==> config.mk <==
export PLATFORM = sky130hd
export DESIGN_NAME = axi_lite_protocol_monitor
export DESIGN_NICKNAME = d
export VERILOG_FILES = /design/src/rtl/axi_mon_pkg.sv /design/src/rtl/axi_mon_timeout.sv /design/src/rtl/axi_lite_protocol_monitor.sv
export SDC_FILE = /design/constraint.sdc
export NUM_CORES = 1
export LEC_CHECK = 0
export CORE_ASPECT_RATIO = 0.7
export CORE_UTILIZATION = 57
export DETAILED_ROUTE_END_ITERATION = 8
export GPL_TIMING_DRIVEN = 0
export MAX_ROUTING_LAYER = met4
export PLACE_DENSITY = 0.86
export SYNTH_ARGS = -nofsm -noshare
export SYNTH_HDL_FRONTEND = slang
export SYNTH_HIERARCHICAL = 1
export SYNTH_SLANG_ARGS = --single-unit
==> constraint.sdc <==
create_clock -name clk -period 8.1 [get_ports clk]
set_input_delay 1.62 -clock clk [delete_from_list [all_inputs] [get_ports clk]]
set_output_delay 1.62 -clock clk [all_outputs]
set_load 0.05 [all_outputs]
==> src/rtl/axi_mon_pkg.sv <==
// axi_mon_pkg
// Shared definitions for the AXI4-Lite protocol monitor:
//   - error index enumeration (bit positions inside err_flags)
//   - error vector / error code widths
//   - AXI response encodings
//   - lowest_err(): priority encoder picking the lowest set error index
package axi_mon_pkg;

    localparam int ERR_W      = 8;
    localparam int ERR_CODE_W = 3;

    typedef enum logic [ERR_CODE_W-1:0] {
        ERR_AR_TO      = 3'd0,
        ERR_AW_TO      = 3'd1,
        ERR_W_TO       = 3'd2,
        ERR_R_TO       = 3'd3,
        ERR_B_TO       = 3'd4,
        ERR_STABILITY  = 3'd5,
        ERR_UNEXP_RESP = 3'd6,
        ERR_OVERFLOW   = 3'd7
    } err_idx_e;

    localparam logic [1:0] RESP_OKAY   = 2'b00;
    localparam logic [1:0] RESP_EXOKAY = 2'b01;
    localparam logic [1:0] RESP_SLVERR = 2'b10;
    localparam logic [1:0] RESP_DECERR = 2'b11;

    // Walk from the top down so the lowest set index is the one that sticks.
    function automatic logic [ERR_CODE_W-1:0] lowest_err(input logic [ERR_W-1:0] v);
        logic [ERR_CODE_W-1:0] code;
        code = '0;
        for (int i = ERR_W - 1; i >= 0; i--) begin
            if (v[i]) code = i[ERR_CODE_W-1:0];
        end
        return code;
    endfunction

endpackage

==> src/rtl/axi_mon_timeout.sv <==
// axi_mon_timeout
// Counts consecutive cycles in which a stall condition holds and trips once
// per stall when the condition has been true for TIMEOUT cycles.
// Ports:
//   clk, rst : clock, asynchronous active-high reset
//   cond     : stall condition for the current cycle
//   trip     : combinational, high in the TIMEOUT-th consecutive stall cycle
module axi_mon_timeout #(
    parameter int TIMEOUT = 128
) (
    input  logic clk,
    input  logic rst,
    input  logic cond,
    output logic trip
);

    localparam int            CW   = $clog2(TIMEOUT + 1);
    localparam logic [CW-1:0] LAST = CW'(TIMEOUT - 1);
    // Parking one step past LAST keeps trip from re-firing during a long stall.
    localparam logic [CW-1:0] SAT  = CW'(TIMEOUT);

    logic [CW-1:0] cnt;

    always_ff @(posedge clk or posedge rst) begin
        if (rst) begin
            cnt <= '0;
        end else if (!cond) begin
            cnt <= '0;
        end else if (cnt != SAT) begin
            cnt <= cnt + 1'b1;
        end
    end

    assign trip = cond && (cnt == LAST);

endmodule

==> src/rtl/axi_lite_protocol_monitor.sv <==
// axi_lite_protocol_monitor
// Passive AXI4-Lite link monitor. Detects channel timeouts, handshake
// stability violations, unexpected responses and outstanding overflow.
// Ports:
//   clk, rst                 : clock, asynchronous active-high reset
//   ar*/r*/aw*/w*/b*         : observed AXI4-Lite channel signals (inputs only)
//   err_clr                  : clears the sticky error flags
//   err_flags                : sticky error bits, indexed by err_idx_e
//   err_valid                : one-cycle strobe for every cycle with a new error
//   err_code                 : lowest error index of the latest strobe
//   rd_outstanding           : reads accepted but not yet answered
//   wr_outstanding           : max(accepted AW, accepted W) not yet answered
//
// Handshake semantics: a transfer happens on a rising edge where the
// channel's valid and ready are both high. Once valid is raised without
// ready, valid must stay high and the payload must stay constant until the
// transfer happens; anything else is a STABILITY error.
module axi_lite_protocol_monitor
    import axi_mon_pkg::*;
#(
    parameter int ADDR_W          = 32,
    parameter int DATA_W          = 32,
    parameter int TIMEOUT         = 128,
    parameter int MAX_OUTSTANDING = 4,
    localparam int CNT_W          = $clog2(MAX_OUTSTANDING + 1) + 1
) (
    input  logic                  clk,
    input  logic                  rst,
    input  logic [ADDR_W-1:0]     araddr,
    input  logic                  arvalid,
    input  logic                  arready,
    input  logic [DATA_W-1:0]     rdata,
    input  logic [1:0]            rresp,
    input  logic                  rvalid,
    input  logic                  rready,
    input  logic [ADDR_W-1:0]     awaddr,
    input  logic                  awvalid,
    input  logic                  awready,
    input  logic [DATA_W-1:0]     wdata,
    input  logic [DATA_W/8-1:0]   wstrb,
    input  logic                  wvalid,
    input  logic                  wready,
    input  logic [1:0]            bresp,
    input  logic                  bvalid,
    input  logic                  bready,
    input  logic                  err_clr,
    output logic [ERR_W-1:0]      err_flags,
    output logic                  err_valid,
    output logic [ERR_CODE_W-1:0] err_code,
    output logic [CNT_W-1:0]      rd_outstanding,
    output logic [CNT_W-1:0]      wr_outstanding
);

    localparam logic [CNT_W:0] LIM = (CNT_W + 1)'(MAX_OUTSTANDING);
    localparam logic [CNT_W:0] SAT = (CNT_W + 1)'(MAX_OUTSTANDING + 1);

    // Count after one cycle, one bit wider so overflow is visible.
    // A decrement on an empty counter is dropped (saturate at 0).
    function automatic logic [CNT_W:0] cnt_sum(input logic [CNT_W-1:0] c,
                                               input logic inc, input logic dec_req);
        logic dec;
        dec = dec_req && (c != '0);
        return {1'b0, c} + (CNT_W + 1)'(inc) - (CNT_W + 1)'(dec);
    endfunction

    function automatic logic [CNT_W-1:0] cnt_clamp(input logic [CNT_W:0] s);
        return (s > SAT) ? SAT[CNT_W-1:0] : s[CNT_W-1:0];
    endfunction

    logic ar_hs, r_hs, aw_hs, w_hs, b_hs;
    assign ar_hs = arvalid && arready;
    assign r_hs  = rvalid  && rready;
    assign aw_hs = awvalid && awready;
    assign w_hs  = wvalid  && wready;
    assign b_hs  = bvalid  && bready;

    logic [CNT_W-1:0] rd_cnt, aw_cnt, w_cnt;

    // Previous-cycle history for the stability check.
    logic                hist_q;
    logic                ar_stall_q, r_stall_q, aw_stall_q, w_stall_q, b_stall_q;
    logic [ADDR_W-1:0]   araddr_q, awaddr_q;
    logic [DATA_W-1:0]   rdata_q, wdata_q;
    logic [DATA_W/8-1:0] wstrb_q;
    logic [1:0]          rresp_q, bresp_q;

    logic [4:0] to_trip;

    axi_mon_timeout #(.TIMEOUT(TIMEOUT)) u_to_ar (
        .clk(clk), .rst(rst), .cond(arvalid && !arready), .trip(to_trip[0]));
    axi_mon_timeout #(.TIMEOUT(TIMEOUT)) u_to_aw (
        .clk(clk), .rst(rst), .cond(awvalid && !awready), .trip(to_trip[1]));
    axi_mon_timeout #(.TIMEOUT(TIMEOUT)) u_to_w (
        .clk(clk), .rst(rst), .cond(wvalid && !wready), .trip(to_trip[2]));
    // Response timeouts only run while something is actually owed.
    axi_mon_timeout #(.TIMEOUT(TIMEOUT)) u_to_r (
        .clk(clk), .rst(rst), .cond((rd_cnt != '0) && !rvalid), .trip(to_trip[3]));
    axi_mon_timeout #(.TIMEOUT(TIMEOUT)) u_to_b (
        .clk(clk), .rst(rst), .cond((aw_cnt != '0) && (w_cnt != '0) && !bvalid),
        .trip(to_trip[4]));

    logic [CNT_W:0]   rd_sum, aw_sum, w_sum;
    logic             unstable;
    logic [ERR_W-1:0] det;

    always_comb begin
        rd_sum = cnt_sum(rd_cnt, ar_hs, r_hs);
        aw_sum = cnt_sum(aw_cnt, aw_hs, b_hs);
        w_sum  = cnt_sum(w_cnt, w_hs, b_hs);

        unstable = (ar_stall_q && (!arvalid || (araddr != araddr_q)))
                || (r_stall_q  && (!rvalid  || (rdata  != rdata_q) || (rresp != rresp_q)))
                || (aw_stall_q && (!awvalid || (awaddr != awaddr_q)))
                || (w_stall_q  && (!wvalid  || (wdata  != wdata_q) || (wstrb != wstrb_q)))
                || (b_stall_q  && (!bvalid  || (bresp  != bresp_q)));

        det                 = '0;
        det[ERR_AR_TO]      = to_trip[0];
        det[ERR_AW_TO]      = to_trip[1];
        det[ERR_W_TO]       = to_trip[2];
        det[ERR_R_TO]       = to_trip[3];
        det[ERR_B_TO]       = to_trip[4];
        det[ERR_STABILITY]  = hist_q && unstable;
        det[ERR_UNEXP_RESP] = (r_hs && (rd_cnt == '0))
                           || (b_hs && ((aw_cnt == '0) || (w_cnt == '0)));
        det[ERR_OVERFLOW]   = (ar_hs && (rd_sum > LIM))
                           || (aw_hs && (aw_sum > LIM))
                           || (w_hs  && (w_sum  > LIM));
    end

    always_ff @(posedge clk or posedge rst) begin
        if (rst) begin
            rd_cnt     <= '0;
            aw_cnt     <= '0;
            w_cnt      <= '0;
            hist_q     <= 1'b0;
            ar_stall_q <= 1'b0;
            r_stall_q  <= 1'b0;
            aw_stall_q <= 1'b0;
            w_stall_q  <= 1'b0;
            b_stall_q  <= 1'b0;
            araddr_q   <= '0;
            awaddr_q   <= '0;
            rdata_q    <= '0;
            wdata_q    <= '0;
            wstrb_q    <= '0;
            rresp_q    <= '0;
            bresp_q    <= '0;
            err_flags  <= '0;
            err_valid  <= 1'b0;
            err_code   <= '0;
        end else begin
            rd_cnt     <= cnt_clamp(rd_sum);
            aw_cnt     <= cnt_clamp(aw_sum);
            w_cnt      <= cnt_clamp(w_sum);
            hist_q     <= 1'b1;
            ar_stall_q <= arvalid && !arready;
            r_stall_q  <= rvalid  && !rready;
            aw_stall_q <= awvalid && !awready;
            w_stall_q  <= wvalid  && !wready;
            b_stall_q  <= bvalid  && !bready;
            araddr_q   <= araddr;
            awaddr_q   <= awaddr;
            rdata_q    <= rdata;
            wdata_q    <= wdata;
            wstrb_q    <= wstrb;
            rresp_q    <= rresp;
            bresp_q    <= bresp;
            // A clear never wipes an error detected in the same cycle.
            err_flags  <= (err_clr ? '0 : err_flags) | det;
            err_valid  <= |det;
            if (|det) err_code <= lowest_err(det);
        end
    end

    assign rd_outstanding = rd_cnt;
    assign wr_outstanding = (aw_cnt > w_cnt) ? aw_cnt : w_cnt;

endmodule

==> flow_summary.yaml, run 1 <==
drt:
  vias: 6200
  avgViaCountPerCell: 5.29
  ant_nets: 0
  avgRoutedWirePerCell_um: 16.3
  drc_errors: 0
  drt_iter0_drc: 331
  totalWireLength_mm: 19.1
  first_pass_iters: 5
power:
  max-vdd-ir-drop_uv: 142
  power_mw: 2.27
  p_leak_nw: 5.07
  powerDensity_mw_per_mm2: 194
timing:
  layout_setup_ws_ns: 3.43
  period_needed_ns: 4.67
  maxSlewHeadroom: 0.248
  slew_viol_final: 0
  hold_ws_ns: 0.482
  worst_pin_slew_ns: 1.12
  hold_viol_final: 0
  finClkSkew_ns: 0.0134
  max_freq_ghz: 0.214
  min_period_over_period: 0.576
  tns_ns: 0
  grt_setup_unrepaired: "false"
  setup_viol: 0
layout:
  final_util: 0.752
  fin_nets: 1146
  num_antenna_cells: 0
  final_cell_count_no_fill: 1171
  seqCellArea_mm2: 0.00515
  drive_above_1_share: 0.0443
  fillers: 1016
  syn_to_final_growth_pct: 28.4
  design_area_mm2: 0.0117
  layout_commonest_cell: "dfrtp_1"
  multiInputGateArea_mm2: 0.00374
  final_cell_mix: "dfrtp_1, clkdlybuf4s50_1, xor2_1"
cts:
  cts_buffer_depth: 3
  insertion_delay_ns: 0.48
  clk_pin_slew_ns: 0.06
  clockRootBuffer: "clkbuf_16"
  hold_buffers: 0
  cts_max_level: 1
  post_cts_resized: 0
  cts_tree: "built"
  cts_sinks: 206
  numCtsBuffers: 20
  cts_setup_buffers: 0
synthesis:
  postSynthRegisterBits: 206
  synth-main-ff-cell: "dfrtp_1"
  ys_types: 56
  avgSynthCellArea_um2: 11.8
  syn_area_mm2: 0.00911
  yosysSeqAreaShare: 0.566
  synth-edff-count: 0
  synth_warnings: 6
  synth_cells: 769
  postSynth.asyncResetShare: 1.00
placement:
  place.port_buffers: 168
  place_congestion: 0.831
  place_area_mm2: 0.0111
  numPlacedInstances: 1140
  pre_cts_ws_ns: 3.06
  hpwl_mm: 14.5
critical_path:
  critPathLaunchType: "register"
  crit_arrival_ns: 3.05
  critPathKind: "register to output port"
  crit_top_cell: "o21ai_0"
  cp.required_ns: 6.48
  crit_fanout: 8
  crit_path_cell_trace: "inv_1, ha_1, nor2b_1, o21ai_0, nand2b_1, a21oi_1, a41o_1, nand2_1, o21ai_0, clkdlybuf4s50_1"
  slowest_stage: "clkdlybuf4s50_1"
  max_stage_delay_ns: 0.85
  endpoint_kind: "output port"
global_route:
  grt_max_degree: 119
  overflow: 0
  grt_pass1_vias: 6281
  antenna_found_initial: 0
  track_usage: 0.249
  grt_pass1_wl_mm: 31.4
floorplan:
  die_h_um: 108
  die_w_um: 153
  die-area_mm2: 0.0165
  ios: 169
  core_mm2: 0.0155
  initial_utilization: 0.586
  num_rows: 38
flow_run:
  drv_cap: 0
run_status:
  status: "completed"
min_path:
  hp-class: "register to register"
-- path summary, 6_finish.rpt --
check	from	to	slack (ns)	cells after the start
max reg2reg	aw_cnt[2]$_DFF_PP0_	err_code[1]$_DFFE_PP0P_	4.42	16
min in group asynchronous	rst	u_to_b/cnt[3]$_DFFE_PP0P_	1.77	2
min	err_flags[0]$_DFF_PP0_	err_flags[0]$_DFF_PP0_	0.48	1
max	w_cnt[1]$_DFF_PP0_	wr_outstanding[3]	3.43	10
max in group asynchronous	rst	w_cnt[3]$_DFF_PP0_	5.45	3
min reg2reg	err_flags[0]$_DFF_PP0_	err_flags[0]$_DFF_PP0_	0.48	1
-- sequential cells by signal (all words and copies together), names as in the netlist, 8 cells and up --
signal and cells:
err_flags 8, u_to_b/cnt 8, awaddr_q 32, u_to_aw/cnt 8, rdata_q 32, araddr_q 32, u_to_ar/cnt 8, u_to_r/cnt 8
wdata_q 32, u_to_w/cnt 8
-- metal layers --
layer  track usage  vias up  part of all wire
li1              -     3016                 -
met1         0.339     2996              0.47
met2         0.396      177              0.46
met3        0.0523       11             0.063
met4        0.0397        0            0.0072
met5             -        -                 0
-- cell families after synthesis --
group / synth area share
compound gates: 0.0661
xor+xnor: 0.142
fa+ha+maj: 0.0505
buf+inv: 0.0239
flops: 0.566
mux: 0.0121
other cells: 0.000824
simple gates: 0.138
-- cell usage after synthesis (2+ instances only) --
cell | count | area [µm²]
nor2_1 | 26 | 97.6
nand4b_1 | 3 | 26.3
fa_1 | 3 | 60.1
conb_1 | 2 | 7.51
nand4_1 | 11 | 68.8
nand3_1 | 28 | 140
nor4_1 | 28 | 175
and3_1 | 8 | 50.1
and2_1 | 12 | 75.1
nand2_1 | 47 | 176
nor3b_1 | 2 | 15.0
o21ai_0 | 25 | 125
a21boi_1 | 5 | 37.5
inv_1 | 53 | 199
xor2_1 | 97 | 850
a21boi_0 | 6 | 45.0
nor4b_1 | 6 | 52.6
nor2b_1 | 8 | 50.1
ha_1 | 32 | 400
o21a_1 | 2 | 15.0
a31oi_1 | 4 | 25.0
mux2i_1 | 11 | 110
dfrtp_1 | 206 | 5150
a21oi_1 | 7 | 35.0
a211oi_1 | 5 | 37.5
xnor2_1 | 51 | 447
nand2b_1 | 3 | 18.8
nand3b_1 | 6 | 45.0
or3_1 | 12 | 75.1
nand4_2 | 6 | 75.1
a21o_1 | 10 | 75.1
clkbuf_1 | 5 | 18.8
nor3_1 | 10 | 50.1
o22ai_1 | 2 | 12.5
o31ai_1 | 5 | 37.5
o2bb2ai_1 | 2 | 17.5
-- critical path: cells and delay by family (launching register included) --
kind	cells	cell delay, ns
fa+ha+maj	1	0.26
buf+inv	2	0.99
simple gates	3	0.28
flops	1	0.41
compound gates	4	0.62
-- power breakdown --
group	switching [mW]	leakage (nW)	internal, mW
registers	0.0281	2.49	1.08
clock network	0.366	0.303	0.506
logic	0.149	2.28	0.147
total	0.543	5.07	1.73
-- layout make-up --
class	instances	area share
clock inverters	3	0.00160
repair buffers	169	0.146
well taps	200	0.0214
multi-input cells	507	0.320
flip-flops and latches	206	0.441
plain buffers	5	0.00160
clock buffers	28	0.0506
inverters	53	0.0177
No activity file was read; power rests on OpenSTA's default activity.
==> inputs of run 2 (changes only) <==
--- a/config.mk
+++ b/config.mk
@@ -6,11 +6,11 @@
 export NUM_CORES = 1
 export LEC_CHECK = 0
 export CORE_ASPECT_RATIO = 0.7
-export CORE_UTILIZATION = 57
+export CORE_UTILIZATION = 52
 export DETAILED_ROUTE_END_ITERATION = 8
 export GPL_TIMING_DRIVEN = 0
 export MAX_ROUTING_LAYER = met4
-export PLACE_DENSITY = 0.86
+export PLACE_DENSITY = 0.8
 export SYNTH_ARGS = -nofsm -noshare
 export SYNTH_HDL_FRONTEND = slang
 export SYNTH_HIERARCHICAL = 1
==> constraint.sdc (replaced) <==
create_clock -name clk -period 4.4 [get_ports clk]
set_input_delay 0.88 -clock clk [delete_from_list [all_inputs] [get_ports clk]]
set_output_delay 0.88 -clock clk [all_outputs]
set_load 0.05 [all_outputs]
==> run 2 against run 1 <==
Sequential share of layout area fell by 0.72 points. Non-clock buffer count rose by 3. Total power rose by 94%. Count of clock-buffer cells in the layout did not move. First-iteration DRC count fell by 5.4%. Sequential cell count did not move. Combinational power rose by 85%. Via count rose by 0.44%. Hold slack improved by 0.0060 ns. Routed wire length rose by 0.33%. Clock power rose by 110%. Global-route usage fell by 2.2 points.
==> flow_summary.yaml, run 2 (synthesis results as in run 1) <==
run_status:
  status: "completed"
critical_path:
  critical-path-top-delay-family: "buffers and inverters"
  critPathKind: "register to output port"
  critPathLaunchType: "register"
  max_stage_delay_ns: 0.86
  crit_arrival_ns: 3.08
  crit_fanout: 8
  endpoint_kind: "output port"
  slowest_stage: "clkdlybuf4s50_1"
  crit_top_cell: "o21ai_0"
  cp.required_ns: 3.52
  path_buf_inv: 2
  crit_path_cell_trace: "inv_1, ha_1, nor2b_1, o21ai_0, nand2b_1, a21oi_1, a41o_1, nand2_1, o21ai_0, clkdlybuf4s50_1"
power:
  comb_power_share: 0.125
  p_int_mw: 3.36
  switching_power_mw: 1.04
  swShare: 0.237
  clockPowerShare: 0.414
  seqPwrFrac: 0.461
  max-vdd-ir-drop_uv: 301
  powerDensity_mw_per_mm2: 370
  p_leak_nw: 5.14
drt:
  first_pass_iters: 5
  vias: 6227
  avgRoutedWirePerCell_um: 15.9
  ant_nets: 0
  totalWireLength_mm: 19.2
  drt_iter0_drc: 313
  drc_errors: 0
  avgViaCountPerCell: 5.14
timing:
  slew_viol_final: 0
  worst_pin_slew_ns: 0.937
  min_period_over_period: 0.899
  hold_viol_final: 0
  setup_viol: 0
  finClkSkew_ns: 0.0170
  period_needed_ns: 3.96
  grt_setup_unrepaired: "false"
  maxSlewHeadroom: 0.370
  max_freq_ghz: 0.253
global_route:
  track_usage: 0.227
  grt_max_degree: 38
  overflow: 0
  antenna_found_initial: 0
  grt_pass1_vias: 6393
  grt_pass1_wl_mm: 31.7
layout:
  layout_commonest_cell: "dfrtp_1"
  multiInputGateArea_mm2: 0.00374
  final_cell_mix: "dfrtp_1, clkdlybuf4s50_1, xor2_1"
  design_area_mm2: 0.0119
  final_cell_count_no_fill: 1211
  syn_to_final_growth_pct: 30.5
  final_util: 0.692
  seqCellArea_mm2: 0.00515
  num_antenna_cells: 0
  fin_nets: 1151
  drive_above_1_share: 0.0531
  fillers: 1231
placement:
  numPlacedInstances: 1174
  place.port_buffers: 168
  place_congestion: 0.804
  hpwl_mm: 14.5
  place_area_mm2: 0.0112
floorplan:
  initial_utilization: 0.531
  num_rows: 40
  die_w_um: 160
  ios: 169
  core_mm2: 0.0172
  die_h_um: 113
  die-area_mm2: 0.0181
flow_run:
  drv_cap: 0
cts:
  clockRootBuffer: "clkbuf_16"
  cts_setup_buffers: 0
  clk_pin_slew_ns: 0.06
  cts_max_level: 1
  cts_buffer_depth: 3
  cts_tree: "built"
  cts_sinks: 206
  insertion_delay_ns: 0.50
  hold_buffers: 0
  numCtsBuffers: 22
  post_cts_resized: 0
min_path:
  hp-class: "register to register"
## run 2: per-stage QoR
| stage | TNS (ns) | hold slack [ns] | setup slack [ns] | total power [mW] |
|---|---|---|---|---|
| floorplan | 0 | 0.534 | 0.916 | 2.34 |
| global placement | -41.02 | 0.471 | -0.256 | 2.59 |
| detailed placement | 0 | 0.472 | 0.00378 | 2.61 |
| CTS | 0 | 0.496 | 0.444 | 4.45 |
| global route | 0 | 0.508 | 0.282 | 4.58 |
| finish | 0 | 0.488 | 0.443 | 4.40 |
## run 2: power by group through the flow
stage	logic (mW)	registers (mW)	clock network, mW
2_1_floorplan	0.260	2.09	0
3_3_place_gp	0.528	2.06	0
6_report	0.548	2.03	1.82
3_5_place_dp	0.549	2.06	0
5_1_grt	0.601	2.04	1.94
4_1_cts	0.556	2.03	1.87
## run 2: metal layers
| metal | vias to the layer above | GRT usage | share of wire |
|---|---|---|---|
| met5 | - | - | 0 |
| met1 | 2989 | 0.315 | 0.48 |
| met4 | 0 | 0.0679 | 0.027 |
| met3 | 39 | 0.0444 | 0.059 |
| met2 | 175 | 0.340 | 0.43 |
| li1 | 3024 | - | - |
## run 2: path summary, 6_finish.rpt
path	endpoint	startpoint	cells past startpoint	slack [ns]
min in group asynchronous	u_to_r/cnt[7]$_DFFE_PP0P_	rst	2	0.95
max in group asynchronous	araddr_q[7]$_DFF_PP0_	rst	5	2.23
hold reg to reg	err_flags[6]$_DFF_PP0_	err_flags[6]$_DFF_PP0_	1	0.49
setup reg to reg	err_code[2]$_DFFE_PP0P_	rd_outstanding[3]$_DFF_PP0_	16	0.67
hold / removal	err_flags[6]$_DFF_PP0_	err_flags[6]$_DFF_PP0_	1	0.49
setup / recovery	wr_outstanding[0]	w_cnt[1]$_DFF_PP0_	10	0.44
## run 2: worst reg2reg max path, delay by kind of cell, from the launching register on
kind            cells  cell delay [ns]
mux                 1             0.20
flops               1             0.42
buf+inv             3             0.25
simple gates        6             1.30
fa+ha+maj           4             0.99
compound gates      2             0.47
## run 2: area by class of cell
type                            count  area share
Buffer                              5     0.00158
Clock buffer                       28      0.0517
Clock inverter                      9     0.00863
Inverter                           53      0.0171
Multi-Input combinational cell    507       0.315
Sequential cell                   206       0.434
Tap cell                          231      0.0243
Timing Repair Buffer              172       0.148
